$ cat src/rtl/commit_trace_streamer.sv
// commit_trace_streamer: buffers retired-instruction records (seq/pc/inst/we/waddr/wdata) from commit_* in a DEPTH-entry FIFO and streams each as 4 framed words on out_valid/out_data/out_last/out_ready; overflow is sticky on a dropped record, fifo_count excludes the record being sent; clk_in rising edge, reset sync active-low
module commit_trace_streamer #(
  parameter int          DEPTH   = 8,
  parameter logic [7:0]  HDR_TAG = 8'hA5
) (
  input  logic                     clk_in,
  input  logic                     reset,
  input  logic                     commit_valid,
  input  logic [31:0]              commit_pc,
  input  logic [31:0]              commit_inst,
  input  logic                     commit_we,
  input  logic [4:0]               commit_waddr,
  input  logic [31:0]              commit_wdata,
  output logic                     out_valid,
  output logic [31:0]              out_data,
  output logic                     out_last,
  input  logic                     out_ready,
  output logic                     overflow,
  output logic [$clog2(DEPTH):0]   fifo_count
);
  localparam int AW = $clog2(DEPTH);
  localparam int CW = AW + 1;
  typedef enum logic {IDLE, SEND} state_t;
  typedef struct packed {
    logic [7:0]  seq;
    logic [31:0] pc;
    logic [31:0] inst;
    logic        we;
    logic [4:0]  waddr;
    logic [31:0] wdata;
  } rec_t;
  rec_t          r_mem [DEPTH];
  rec_t          r_hold;
  rec_t          w_head;
  rec_t          w_new;
  logic [AW-1:0] r_wp;
  logic [AW-1:0] r_rp;
  logic [CW-1:0] r_count;
  state_t        r_state;
  state_t        w_state_nxt;
  logic [1:0]    r_k;
  logic          r_valid;
  logic          r_last;
  logic          r_ovf;
  logic [31:0]   r_data;
  logic [7:0]    r_seq;
  logic          w_hs;
  logic          w_load;
  logic          w_push;
  function automatic logic [31:0] f_word(input rec_t e, input logic [1:0] k);
    return k == 2'd0 ? {HDR_TAG, e.seq, 7'b0, e.we, 3'b0, e.waddr} :
           k == 2'd1 ? e.pc : k == 2'd2 ? e.inst : e.wdata;
  endfunction
  always_comb begin
    w_head      = r_mem[r_rp];
    w_new       = '{seq: r_seq, pc: commit_pc, inst: commit_inst, we: commit_we,
                    waddr: commit_waddr, wdata: commit_we ? commit_wdata : 32'h0};
    w_hs        = r_valid && out_ready;
    w_load      = (r_count != '0) && (r_state == IDLE || (w_hs && r_k == 2'd3));
    w_push      = commit_valid && (r_count != CW'(DEPTH) || w_load);
    w_state_nxt = w_load ? SEND : (w_hs && r_k == 2'd3) ? IDLE : r_state;
  end
  always_ff @(posedge clk_in) begin
    if (w_push) r_mem[r_wp] <= w_new;
  end
  always_ff @(posedge clk_in) begin
    if (!reset) begin
      r_state <= IDLE;
      r_wp    <= '0;
      r_rp    <= '0;
      r_count <= '0;
      r_seq   <= '0;
      r_ovf   <= 1'b0;
      r_k     <= '0;
      r_valid <= 1'b0;
      r_data  <= '0;
      r_last  <= 1'b0;
      r_hold  <= '0;
    end else begin
      r_state <= w_state_nxt;
      r_seq   <= r_seq + 8'(commit_valid);
      r_ovf   <= r_ovf | (commit_valid & ~w_push);
      r_count <= r_count + CW'(w_push) - CW'(w_load);
      if (w_push) r_wp <= r_wp + AW'(1);
      if (w_load) begin
        r_rp    <= r_rp + AW'(1);
        r_hold  <= w_head;
        r_k     <= '0;
        r_valid <= 1'b1;
        r_data  <= f_word(w_head, 2'd0);
        r_last  <= 1'b0;
      end else if (w_hs) begin
        r_k     <= r_k + 2'd1;
        r_valid <= r_k != 2'd3;
        r_data  <= r_k == 2'd3 ? 32'h0 : f_word(r_hold, r_k + 2'd1);
        r_last  <= r_k == 2'd2;
      end
    end
  end
  assign out_valid  = r_valid;
  assign out_data   = r_data;
  assign out_last   = r_last;
  assign overflow   = r_ovf;
  assign fifo_count = r_count;
endmodule

$ cat config.mk
export PLATFORM = sky130hd
export DESIGN_NAME = commit_trace_streamer
export DESIGN_NICKNAME = d
export VERILOG_FILES = /design/src/rtl/commit_trace_streamer.sv
export SDC_FILE = /design/constraint.sdc
export NUM_CORES = 1
export LEC_CHECK = 0
export CAP_MARGIN = 0
export CELL_PAD_IN_SITES_DETAIL_PLACEMENT = 1
export CELL_PAD_IN_SITES_GLOBAL_PLACEMENT = 1
export CORE_ASPECT_RATIO = 0.9
export CORE_MARGIN = 8
export CORE_UTILIZATION = 56
export CTS_BUF_LIST = sky130_fd_sc_hd__clkbuf_2
export CTS_CLUSTER_SIZE = 24
export DETAILED_ROUTE_END_ITERATION = 10
export PLACE_DENSITY_LB_ADDON = 0.1
export SLEW_MARGIN = 20
export SYNTH_ARGS = -nofsm -noshare
export SYNTH_HDL_FRONTEND = slang
export SYNTH_SLANG_ARGS = --single-unit
$ cat constraint.sdc
create_clock -name clk_in -period 11.3 [get_ports clk_in]
set_input_delay 1.13 -clock clk_in [delete_from_list [all_inputs] [get_ports clk_in]]
set_output_delay 1.13 -clock clk_in [all_outputs]
set_load 0.01 [all_outputs]
# --- Word-level counts from Yosys, hierarchy flattened ---
# Memories as Yosys holds them, arrays and structs flattened. A register that Yosys moved wholly into a read port is not among the register bits.
# Cells that the tools add are included.
op_classes:
  n_addsub: 6
  multipliers: 0
  div_mod_pow: 0
  magnitude_cmp: 0
  eq_ne: 6
  shifts: 0
  muxes: 15
  n_bitwise: 5
  n_reduce_logical: 11
op_table:
  columns: ["cell", "n"]
  rows:
  - ["2-to-1 mux 32 bit", 7]
  - ["adder 8 x 1 -> 8 bit", 1]
  - ["adder 3 x 1 -> 3 bit, second input constant", 2]
  - ["== test 2 bit, second input constant", 3]
  - ["2-to-1 mux 1 bit", 6]
  - ["2-to-1 mux 3 bit", 2]
  - ["adder 4 x 1 -> 4 bit", 1]
  - ["logical AND 1 bit", 4]
  - ["!= test 4 bit, second input constant", 1]
  - ["nonzero test 2 bit", 2]
  - ["nonzero test 4 bit", 1]
  - ["subtractor 4 x 1 -> 4 bit", 1]
  - ["inverter 1 bit", 3]
  - ["adder 2 x 1 -> 2 bit, second input constant", 1]
  - ["== test 2 x 1 -> 1 bit, second input constant", 1]
  - ["zero test 2 bit", 1]
  - ["logical OR 1 bit", 2]
  - ["!= test 2 bit, second input constant", 1]
  - ["OR reduction 2 bit", 1]
  - ["bitwise AND 1 bit", 1]
  - ["bitwise OR 1 bit", 1]
word_totals:
  reg_bits: 166
  latch_bits: 0
  ramBits: 880
  romBits: 0
  input_bits: 106
  output_inout_bits: 39
  wordCells: 61
  n_memories: 1
memory_table:
  columns: ["memory", "words", "width", "rd", "rd_clocked_by_memory_dff", "wr", "line", "source"]
  rows:
  - ["r_mem", 8, 110, 1, 1, 1, "32", "rec_t r_mem [DEPTH];"]

# --- Longest topological paths before layout ---
# Gate-level depths: netlist of run 1.
depth:
  word_depth: 9
  depth_mapped: 13

# --- Worst setup path before layout of run 1 ---
# OpenSTA, ideal clock, no wires.
synth_path:
  path_kind: "input -> register"
  start: "input port out_ready"
  end: "memory r_mem[0][0] (netlist name) (enable)"
  setup_ns: 0.714
  arrival_ns: 9.193
  setup_slack_ns: 1.393
  path_stages: 4
  n_path_buf: 0
  path_cell_list: "and3_1 > o211ai_2 > or2_2 > nor3_1"
synth_between:
  elab_chain_len: 8
synth_lines:
  columns: ["item", "line", "source"]
  rows:
  - ["start: declaration", "17", "input logic out_ready,"]
  - ["logical AND 1 bit", "58", "w_hs = r_valid && out_ready;"]
  - ["logical AND 1 bit", "59", "w_load = (r_count != '0) && (r_state == IDLE || (w_hs && r_k == 2'd3));"]
  - ["logical OR 1 bit", "59", null]
  - ["logical AND 1 bit", "59", null]
  - ["logical OR 1 bit", "60", "w_push = commit_valid && (r_count != CW'(DEPTH) || w_load);"]
  - ["logical AND 1 bit", "60", null]
  - ["2-to-1 mux 1 bit", "64", "if (w_push) r_mem[r_wp] <= w_new;"]
  - ["2-to-1 mux 1 bit (not written as such)", "64", null]
  - ["end: declaration", "32", null]
# No other way between the ends.

# --- Worst setup path after layout of run 1 ---
layout_path:
  start: "register r_k[1]"
  end: "memory r_mem[7][13] (netlist name) (enable)"
layout_between:
  elab_chain_len: 8
layout_lines:
  columns: ["item", "line", "source"]
  rows:
  - ["start: declaration", "41", "logic [1:0] r_k;"]
  - ["start signal: assignment", "93", "r_k <= r_k + 2'd1;"]
  - ["== test 2 bit", "59", null]
  - ["logical AND 1 bit", "59", null]
  - ["logical OR 1 bit", "59", null]
  - ["logical AND 1 bit", "59", null]
  - ["logical OR 1 bit", "60", null]
  - ["logical AND 1 bit", "60", null]
  - ["2-to-1 mux 1 bit", "64", null]
  - ["2-to-1 mux 1 bit (not written as such)", "64", null]
# No other way between the ends.

==> results.yml, run 1 <==
die:
  fp.dieH_um: 269.4
  rows: 93
  io_pins: 145
  core_mm2: 0.07110
  chipWidth_um: 297.6
  die_area_mm2: 0.08016
  initial_core_util_pct: 56.20
critical_path:
  crit_path_end_kind: "register"
  arrival_ns: 5.16
  cp_top_family: "buffers and inverters"
  critPathKind: "register to register"
  path_buf_inv: 3
  slowest_stage: "buf_4"
  critical_path.max_fanout: 51
  critPathMostFrequentCell: "buf_4"
  startpoint_type: "register"
  worstPathCellList: "ha_1 -> buf_4 -> and3_1 -> o2111ai_1 -> nor2_4 -> buf_4 -> buf_4"
  crit_required_ns: 12.29
  cp_slowest_stage_delay_ns: 0.82
drt:
  drc: 0
  wl_met3_um: 5839
  dr.first_iter.drc_count: 1768
  routed_wirelength_um: 95340
  dr_total_vias: 20460
  routed_via_density: 5.931
  top_layer_used: "met4"
  drt-met1-wl_um: 40790
  routedWlPerCell_um: 27.64
  drt_first_pass_iters: 7
  dr_wl_met2_um: 47180
  ant_nets: 0
yosys:
  ys_seq_elements: 1049
  synthXorXnorAreaFrac_pct: 0.2192
  synth_area_mm2: 0.03996
  synthAdderAreaFrac_pct: 0.4885
  async_reset_ff_share_pct: 0
  yosys.area_share.simple_pct: 2.655
  synth_cell_types: 46
  yosysSeqAreaShare_pct: 74.60
  synth_fp_nets: 2100
  synth_edf_count: 880
  synth_top_family_by_area: "multiplexers"
  synth_compound_area_share_pct: 3.795
  synthMuxAreaShare_pct: 16.28
  netlist_instances: 1979
  ys_warn_count: 0
  syn_avg_cell_area_um2: 20.19
  synth_ff_type: "edfxtp_1"
sta:
  setup_viol: 0
  max_slew_margin_pct: 13.85
  fin_crit_ns: 4.168
  period_share_pct: 36.88
  setup_ws_ns: 7.132
  finalHoldViolCount: 0
  tightest_slew_ns: 1.292
  tns_ns: 0
  timing.hold.ws_ns: 0.4489
  max_freq_mhz: 239.9
  finClkSkew_ns: 0.06825
  drv_slew: 0
  rsz0062_at_grt: "no"
clock_tree:
  holdBufCountCts: 0
  clk_pin_slew_worst_paths_ns: 0.11
  post-cts-setup-buffers: 0
  htreeDepth: 4
  cts-resized-gates: 0
  cts_buffers: 241
  cts_tree: "built"
  cts_num_sinks: 1049
  clk-insertion-delay-late_ns: 1.42
  root_buffer: "clkbuf_2"
  cts_buffer_depth: 3
place:
  io_buffers: 144
  gp_congestion: 0.7747
  dp.cells: 2986
  place_ws_ns: 6.215
  dp_hpwl_um: 52970
global_route:
  grt_usage_pct: 23.68
  antenna_found_initial: 5
  grt_pass1_vias: 22170
  grt_pass1_wl_um: 143300
  grt_overflow: 0
  grt_max_degree: 133
finish:
  drive_above_1_share_pct: 28.28
  finalNonFillerCells: 3449
  area_growth_pct: 11.67
  postLayoutCoreUtil_pct: 62.76
  fin_nets: 2400
power:
  power_density_mw_per_mm2: 212.1
  cellLeakagePower_uw: 0.01460
  ir_worst_vdd_mv: 0.1237
outcome:
  status: "finished, final reports clean"
flow_run:
  cap_violations: 0
min_path:
  min_path_type: "primary input to register"
[state kept, by name, summed over array words and instances, names as in the netlist, named ones only]
name	count
out_last	1
fifo_count	4
r_k	2
r_rp	3
r_hold	110
r_state	1
out_data	32
r_wp	3
overflow	1
r_seq	8
r_mem	880
out_valid	1
[layout by cell type, fill, tap and decap left out, types with 3 or more instances in the layout]
| master | netlist | final |
|---|---|---|
| clkdlybuf4s50_1 | 0 | 143 |
| clkinv_4 | 0 | 4 |
| xor2_1 | 3 | 3 |
| xnor2_1 | 7 | 7 |
| and3_1 | 7 | 7 |
| mux4_2 | 214 | 214 |
| nor3_2 | 0 | 3 |
| nand3b_1 | 14 | 14 |
| dfxtp_4 | 0 | 3 |
| nand2_1 | 61 | 60 |
| nor2_4 | 0 | 6 |
| o31ai_1 | 14 | 14 |
| clkbuf_2 | 0 | 373 |
| nor2_1 | 23 | 16 |
| mux2_2 | 36 | 36 |
| a211oi_1 | 14 | 14 |
| mux2i_1 | 112 | 112 |
| clkinv_2 | 0 | 10 |
| inv_6 | 0 | 4 |
| and2_1 | 46 | 45 |
| dfxtp_1 | 169 | 166 |
| bufinv_16 | 0 | 4 |
| a22oi_1 | 14 | 14 |
| a21boi_0 | 3 | 3 |
| ha_1 | 14 | 12 |
| nor2b_1 | 3 | 3 |
| nand2b_1 | 4 | 4 |
| o21ai_0 | 35 | 35 |
| clkinv_1 | 0 | 58 |
| o2bb2ai_1 | 95 | 95 |
| nand3_1 | 36 | 36 |
| a21oi_1 | 22 | 22 |
| mux4_1 | 6 | 6 |
| buf_12 | 9 | 7 |
| inv_1 | 8 | 8 |
| diode_2 | 0 | 6 |
| edfxtp_1 | 880 | 880 |
| buf_4 | 7 | 25 |
[kinds of logic (layout without fill, tap and decap cells)]
kind of cell | after synthesis | in the layout
xor gates and xnor gates | 10 | 10
and+or+nand+nor | 205 | 205
other | 0 | 6
DFF | 1049 | 1049
adders and majority gates | 15 | 15
buffers and inverters | 128 | 642
muxes | 368 | 368
AOI/OAI and AO/OA | 204 | 204
[metal layers]
layer  up-vias  global-route usage (%)
li1       8864                       -
met1     10770                   32.94
met2       708                   38.47
met3       118                   4.678
met4         0                   6.495
met5         -                       0
[Yosys cell counts, drive strengths merged (8+ instances only)]
master | count | area (um2)
a211oi | 14 | 105.1
edfxtp | 880 | 26430
ha | 14 | 175.2
a22oi | 14 | 105.1
nand3 | 37 | 190.2
a21oi | 23 | 118.9
dfxtp | 169 | 3383
o31ai | 14 | 105.1
o21ai | 35 | 175.2
nand3b | 14 | 105.1
clkbuf | 44 | 191.4
o2bb2ai | 95 | 832.1
inv | 8 | 30.03
buf | 76 | 561.8
mux2 | 36 | 405.4
mux4 | 220 | 4977
nor2 | 23 | 86.33
and2 | 46 | 287.8
nand2 | 61 | 229.0
mux2i | 112 | 1121
[where the power goes]
group,switching [uW],internal [uW]
clock network,1500,986
registers,272,4630
logic,1160,919
total,2930,6530
[cell type report]
type                       count  area, um2
inverter                       8      30.03
fill                        6168      26480
sequential                  1049      29820
clock inverter                84      480.5
antenna                        6      15.01
timing repair buffer         177       1775
multi-input combinational    802       9442
tap                          950       1189
clock buffer                 373       1867
[worst paths after layout]
path	endpoint	slack, ns	from	depth (start not counted)
worst min-delay path	r_mem[3][99]	0.45	commit_pc[29]	1
worst max-delay path	r_mem[7][13]	7.13	r_k[1]	7
worst min register to register	r_hold[33]	0.47	r_hold[33]	2
worst max register to register	r_mem[7][13]	7.13	r_k[1]	7
[worst register-to-register path, delay by kind of cell, from the launching register on]
kind / cells / cell delay [ns]
buffers and inverters: 3 / 1.86
AO/OA/AOI/OAI: 1 / 0.42
adder cells (fa/ha/maj): 1 / 0.17
AND/OR/NAND/NOR: 2 / 0.89
flip-flops: 1 / 0.42
[metrics by stage]
stage | total power (uW) | cell area, um2
after floorplan | 6364 | 39960
after global placement | 7027 | 42250
after detailed placement | 7091 | 42250
after CTS | 9581 | 44600
after global routing | 9904 | 44610
final | 9465 | 44620
(Power assumes the default switching activity.)
==> inputs of run 2 (changes only) <==
==> constraint.sdc (replaced) <==
create_clock -name clk_in -period 3.9 [get_ports clk_in]
set_input_delay 0.39 -clock clk_in [delete_from_list [all_inputs] [get_ports clk_in]]
set_output_delay 0.39 -clock clk_in [all_outputs]
set_load 0.01 [all_outputs]
==> results.yml, run 2 (synthesized netlist as in run 1, its figures left out) <==
flow_run:
  cap_violations: 0
drt:
  routedWlPerCell_um: 28.44
  routed_via_density: 5.937
  drc: 0
  dr.first_iter.drc_count: 1705
  routed_wirelength_um: 101600
  drt_first_pass_iters: 5
  ant_nets: 0
  dr_total_vias: 21210
critical_path:
  rr_worst_depth: 6
  critical_path.max_fanout: 8
  reg2reg_to: "r_mem[3][52]"
  cp_top_family: "buffers and inverters"
  critPathKind: "register to primary output"
  startpoint_type: "register"
  arrival_ns: 2.54
  crit_required_ns: 3.51
  worstPathCellList: "clkdlybuf4s50_1"
  path_buf_inv: 1
  reg2reg_from: "fifo_count[2]"
  crit_path_end_kind: "primary output"
  slowest_stage: "clkdlybuf4s50_1"
  cp_slowest_stage_delay_ns: 0.62
  rrSetupSlack_ns: 1.07
clock_tree:
  cts_buffer_depth: 3
  cts-resized-gates: 0
  clk-insertion-delay-late_ns: 1.36
  cts_num_sinks: 1049
  cts_tree: "built"
  post-cts-setup-buffers: 0
  cts_buffers: 240
  holdBufCountCts: 109
  htreeDepth: 4
  clk_pin_slew_worst_paths_ns: 0.11
  root_buffer: "clkbuf_2"
global_route:
  grt_pass1_vias: 23110
  grt_max_degree: 97
  grt_usage_pct: 25.03
  grt_pass1_wl_um: 149800
  grt_overflow: 0
  antenna_found_initial: 9
die:
  chipWidth_um: 297.6
  fp.dieH_um: 269.4
  die_area_mm2: 0.08016
  io_pins: 145
  initial_core_util_pct: 56.20
  rows: 93
  core_mm2: 0.07110
place:
  dp_hpwl_um: 59700
  gp_congestion: 0.8072
  place_ws_ns: 0.7917
  io_buffers: 144
  dp.cells: 3013
finish:
  final_cell_mix: "edfxtp_1, clkbuf_2, mux4_2"
  area_growth_pct: 15.53
  regMostFlops: "r_mem"
  largest_register_ffs: 880
  finalNonFillerCells: 3573
  final_common_cell: "edfxtp_1"
  drive_above_1_share_pct: 28.10
  fin_nets: 2535
sta:
  setup_viol: 0
  setup_ws_ns: 0.9747
  period_share_pct: 75.01
  max_slew_margin_pct: 30.63
  rsz0062_at_grt: "no"
  drv_slew: 0
  max_freq_mhz: 341.8
  fin_crit_ns: 2.925
  finalHoldViolCount: 0
  tightest_slew_ns: 1.039
  finClkSkew_ns: 0.08312
power:
  power_frac_seq_pct: 51.1
  switching_share_pct: 31.19
  pwr-share-comb_pct: 23.2
  cellLeakagePower_uw: 0.01521
  clkPwrFrac_pct: 25.7
  power_density_mw_per_mm2: 603.1
  intPower_uw: 19160
  switchingPower_uw: 8684
  ir_worst_vdd_mv: 0.3898
min_path:
  hold_start: "commit_pc[29]"
  min_path_type: "primary input to register"
  holdPathEnd: "r_mem[1][99]"
  hold_depth: 2
outcome:
  status: "finished, final reports clean"
[run 2: cell types whose count changed in the layout (fill, tap and decap cells not counted), sizes merged]
cell         previous run  this run
diode                   6         4
buf                    34        61
inv                    14        11
clkinv                 72        60
clkbuf                373       378
dlygate4sd3             0       109
[run 2: area by class of cell]
type | instances | area [um2]
Sequential cell | 1049 | 29830
Fill cell | 6101 | 24940
Multi-Input combinational cell | 802 | 9502
Timing Repair Buffer | 313 | 3316
Clock buffer | 378 | 1892
Tap cell | 950 | 1189
Clock inverter | 69 | 396.6
Inverter | 8 | 30.03
Antenna cell | 4 | 10.01
[run 2: worst max-delay path by stage]
stage / from / endpoint / slack (ns) / cells after the start
after floorplan: r_k[1] / r_mem[4][0] / -0.58 / 6
after global placement: out_ready / r_mem[1][39] / 0.92 / 5
after detailed placement: out_ready / r_hold[91] / 0.79 / 6
after CTS: fifo_count[1] / fifo_count[1] / 0.76 / 1
after global routing: fifo_count[1] / fifo_count[1] / 0.79 / 1
final: fifo_count[1] / fifo_count[1] / 0.97 / 1
[run 2: power groups by stage]
stage          Combinational, uW  Clock, uW  Sequential (uW)
2_1_floorplan               4300          0            14100
3_3_place_gp                6230          0            14400
3_5_place_dp                6410          0            14400
4_1_cts                     6530       7300            14200
5_1_grt                     6880       7870            14300
6_report                    6460       7160            14200
[run 2: metrics by stage]
stage | TNS (ns) | utilization [%] | hold WS [ns] | total power, uW | cell area, um2
floorplan | -459.10 | - | 0.4269 | 18370 | 40040
global placement | 0 | 60.14 | 0.4421 | 20580 | 42760
detailed placement | 0 | 60.14 | 0.4467 | 20830 | 42760
CTS | 0 | 64.90 | 0.1035 | 28020 | 46140
global route | 0 | 64.92 | 0.2090 | 29050 | 46160
finish | 0 | 64.93 | 0.3566 | 27840 | 46160
[run 2: routing by layer]
metal | wire [um] | GRT usage (%) | part of all wire, % | vias to the layer above
met5 | 73 | 0 | 0.072 | -
met4 | 1995 | 8.578 | 2.0 | 12
met3 | 7170 | 6.480 | 7.1 | 134
met2 | 49810 | 40.18 | 49 | 765
met1 | 42550 | 33.46 | 42 | 11200
li1 | - | - | - | 9106
==> inputs of run 3 (changes only) <==
--- a/config.mk
+++ b/config.mk
@@ -10,7 +10,7 @@
 export CELL_PAD_IN_SITES_GLOBAL_PLACEMENT = 1
 export CORE_ASPECT_RATIO = 0.9
 export CORE_MARGIN = 8
-export CORE_UTILIZATION = 56
+export CORE_UTILIZATION = 50
 export CTS_BUF_LIST = sky130_fd_sc_hd__clkbuf_2
 export CTS_CLUSTER_SIZE = 24
 export DETAILED_ROUTE_END_ITERATION = 10
==> constraint.sdc (replaced) <==
create_clock -name clk_in -period 2.6 [get_ports clk_in]
set_input_delay 0.26 -clock clk_in [delete_from_list [all_inputs] [get_ports clk_in]]
set_output_delay 0.26 -clock clk_in [all_outputs]
set_load 0.01 [all_outputs]
==> results.yml, run 3 (synthesized netlist as in run 1, its figures left out) <==
finish:
  largest_register_ffs: 880
  area_growth_pct: 19.16
  final_common_cell: "edfxtp_1"
  fillers: 7016
  drive_above_1_share_pct: 30.76
  regMostFlops: "r_mem"
  design_area_mm2: 0.04761
  fin_nets: 2675
  final_cell_mix: "edfxtp_1, clkbuf_2, mux4_2"
clock_tree:
  cts_buffers: 277
  post-cts-setup-buffers: 0
  cts_tree: "built"
  htreeDepth: 5
  root_buffer: "clkbuf_2"
  clk_pin_slew_worst_paths_ns: 0.12
  cts_buffer_depth: 4
  cts_num_sinks: 1049
  clk-insertion-delay-late_ns: 1.50
critical_path:
  cp_top_family: "flip-flops"
  critical_path.max_fanout: 2
  arrival_ns: 2.16
  reg2reg_to: "r_mem[5][29]"
  worstPathCellList: "dlygate4sd2_1"
  crit_required_ns: 2.34
  worstSetupEndpoint: "out_data[13]"
  crit_path_end_kind: "primary output"
  startpoint_type: "register"
  cp_slowest_stage_delay_ns: 0.46
  reg2reg_from: "fifo_count[2]"
  slowest_stage: "dfxtp_1"
  cp.depth: 1
  startpoint: "out_data[13]"
  critPathKind: "register to primary output"
  rr_worst_depth: 8
  path_buf_inv: 1
  rrSetupSlack_ns: 0.20
outcome:
  status: "finished, final reports clean"
die:
  initial_core_util_pct: 50.36
  io_pins: 145
  fp.dieH_um: 284.2
  die_area_mm2: 0.08923
  rows: 98
  core_mm2: 0.07933
  chipWidth_um: 314.0
global_route:
  antenna_found_initial: 7
  grt_max_degree: 71
  grt_pass1_wl_um: 156400
  grt_pass1_vias: 23770
  grt_usage_pct: 23.57
  grt_overflow: 0
sta:
  finClkSkew_ns: 0.1501
  rsz0062_at_grt: "no"
  max_slew_margin_pct: 37.76
  max_freq_mhz: 412.7
  drv_slew: 0
  finalHoldViolCount: 0
  fin_crit_ns: 2.423
  period_share_pct: 93.19
  timing.hold.ws_ns: 0.1584
  setup_viol: 0
  tns_ns: 0
  tightest_slew_ns: 0.9335
power:
  cellLeakagePower_uw: 0.01606
  power_density_mw_per_mm2: 893.4
  ir_worst_vdd_mv: 0.4493
flow_run:
  cap_violations: 0
drt:
  dr.first_iter.drc_count: 1747
  drt_first_pass_iters: 7
  routed_wirelength_um: 105800
  routed_via_density: 5.733
  ant_nets: 0
  dr_total_vias: 21760
  drc: 0
  routedWlPerCell_um: 27.87
min_path:
  min_path_type: "primary input to register"
place:
  gp_congestion: 0.7741
  post_dp_cell_area_mm2: 0.04378
  dp_hpwl_um: 65860
  io_buffers: 144
run 3: area by class of cell:
class / instances / area, um2 / area share [%]
well taps: 1050 / 1314 / 2.759
clock inverters: 55 / 265.3 / 0.5571
repair buffers: 416 / 4576 / 9.611
clock buffers: 411 / 2057 / 4.320
inverters: 8 / 30.03 / 0.06307
multi-input cells: 802 / 9514 / 19.98
diodes: 5 / 12.51 / 0.02628
flip-flops and latches: 1049 / 29840 / 62.68
run 3: stage by stage:
stage	cells	worst slack [ns]	power [uW]	utilization (%)
2_1_floorplan	1979	-1.701	27580	-
3_3_place_gp	3173	0.01865	31660	55.19
3_5_place_dp	3173	0.001826	31880	55.19
4_1_cts	3791	0.007820	42950	59.99
5_1_grt	3794	0.04534	44440	60.01
6_report	3796	0.1770	42530	60.01
run 3: per-layer routing:
layer	GRT usage (%)	part of all wire, %
met1	31.95	43
met2	38.07	49
met3	5.050	5.8
met4	7.678	2.2
met5	0.7756	0.11
run 3: worst min-delay path by stage:
stage / startpoint / endpoint / slack, ns / depth (start not counted)
detailed placement: r_hold[6] / r_hold[6] / 0.45 / 1
floorplan: commit_pc[30] / r_mem[0][100] / 0.36 / 0
global route: commit_pc[24] / r_mem[0][94] / 0.06 / 2
global placement: r_hold[101] / r_hold[101] / 0.44 / 1
finish: commit_waddr[4] / r_mem[4][36] / 0.16 / 2
CTS: commit_pc[8] / r_mem[0][78] / 0.0003 / 2
run 3: power breakdown:
| group | internal [uW] | total, uW | switching, uW |
|---|---|---|---|
| combinational | 4750 | 10300 | 5500 |
| sequential | 20100 | 21300 | 1210 |
| clock | 4360 | 11000 | 6610 |
run 3: what timing repair did:
item,CTS,global route
gates resized for setup,53,0
endpoints found under the setup margin,39,0
hold endpoints to repair,985,0
hold buffers,152,0
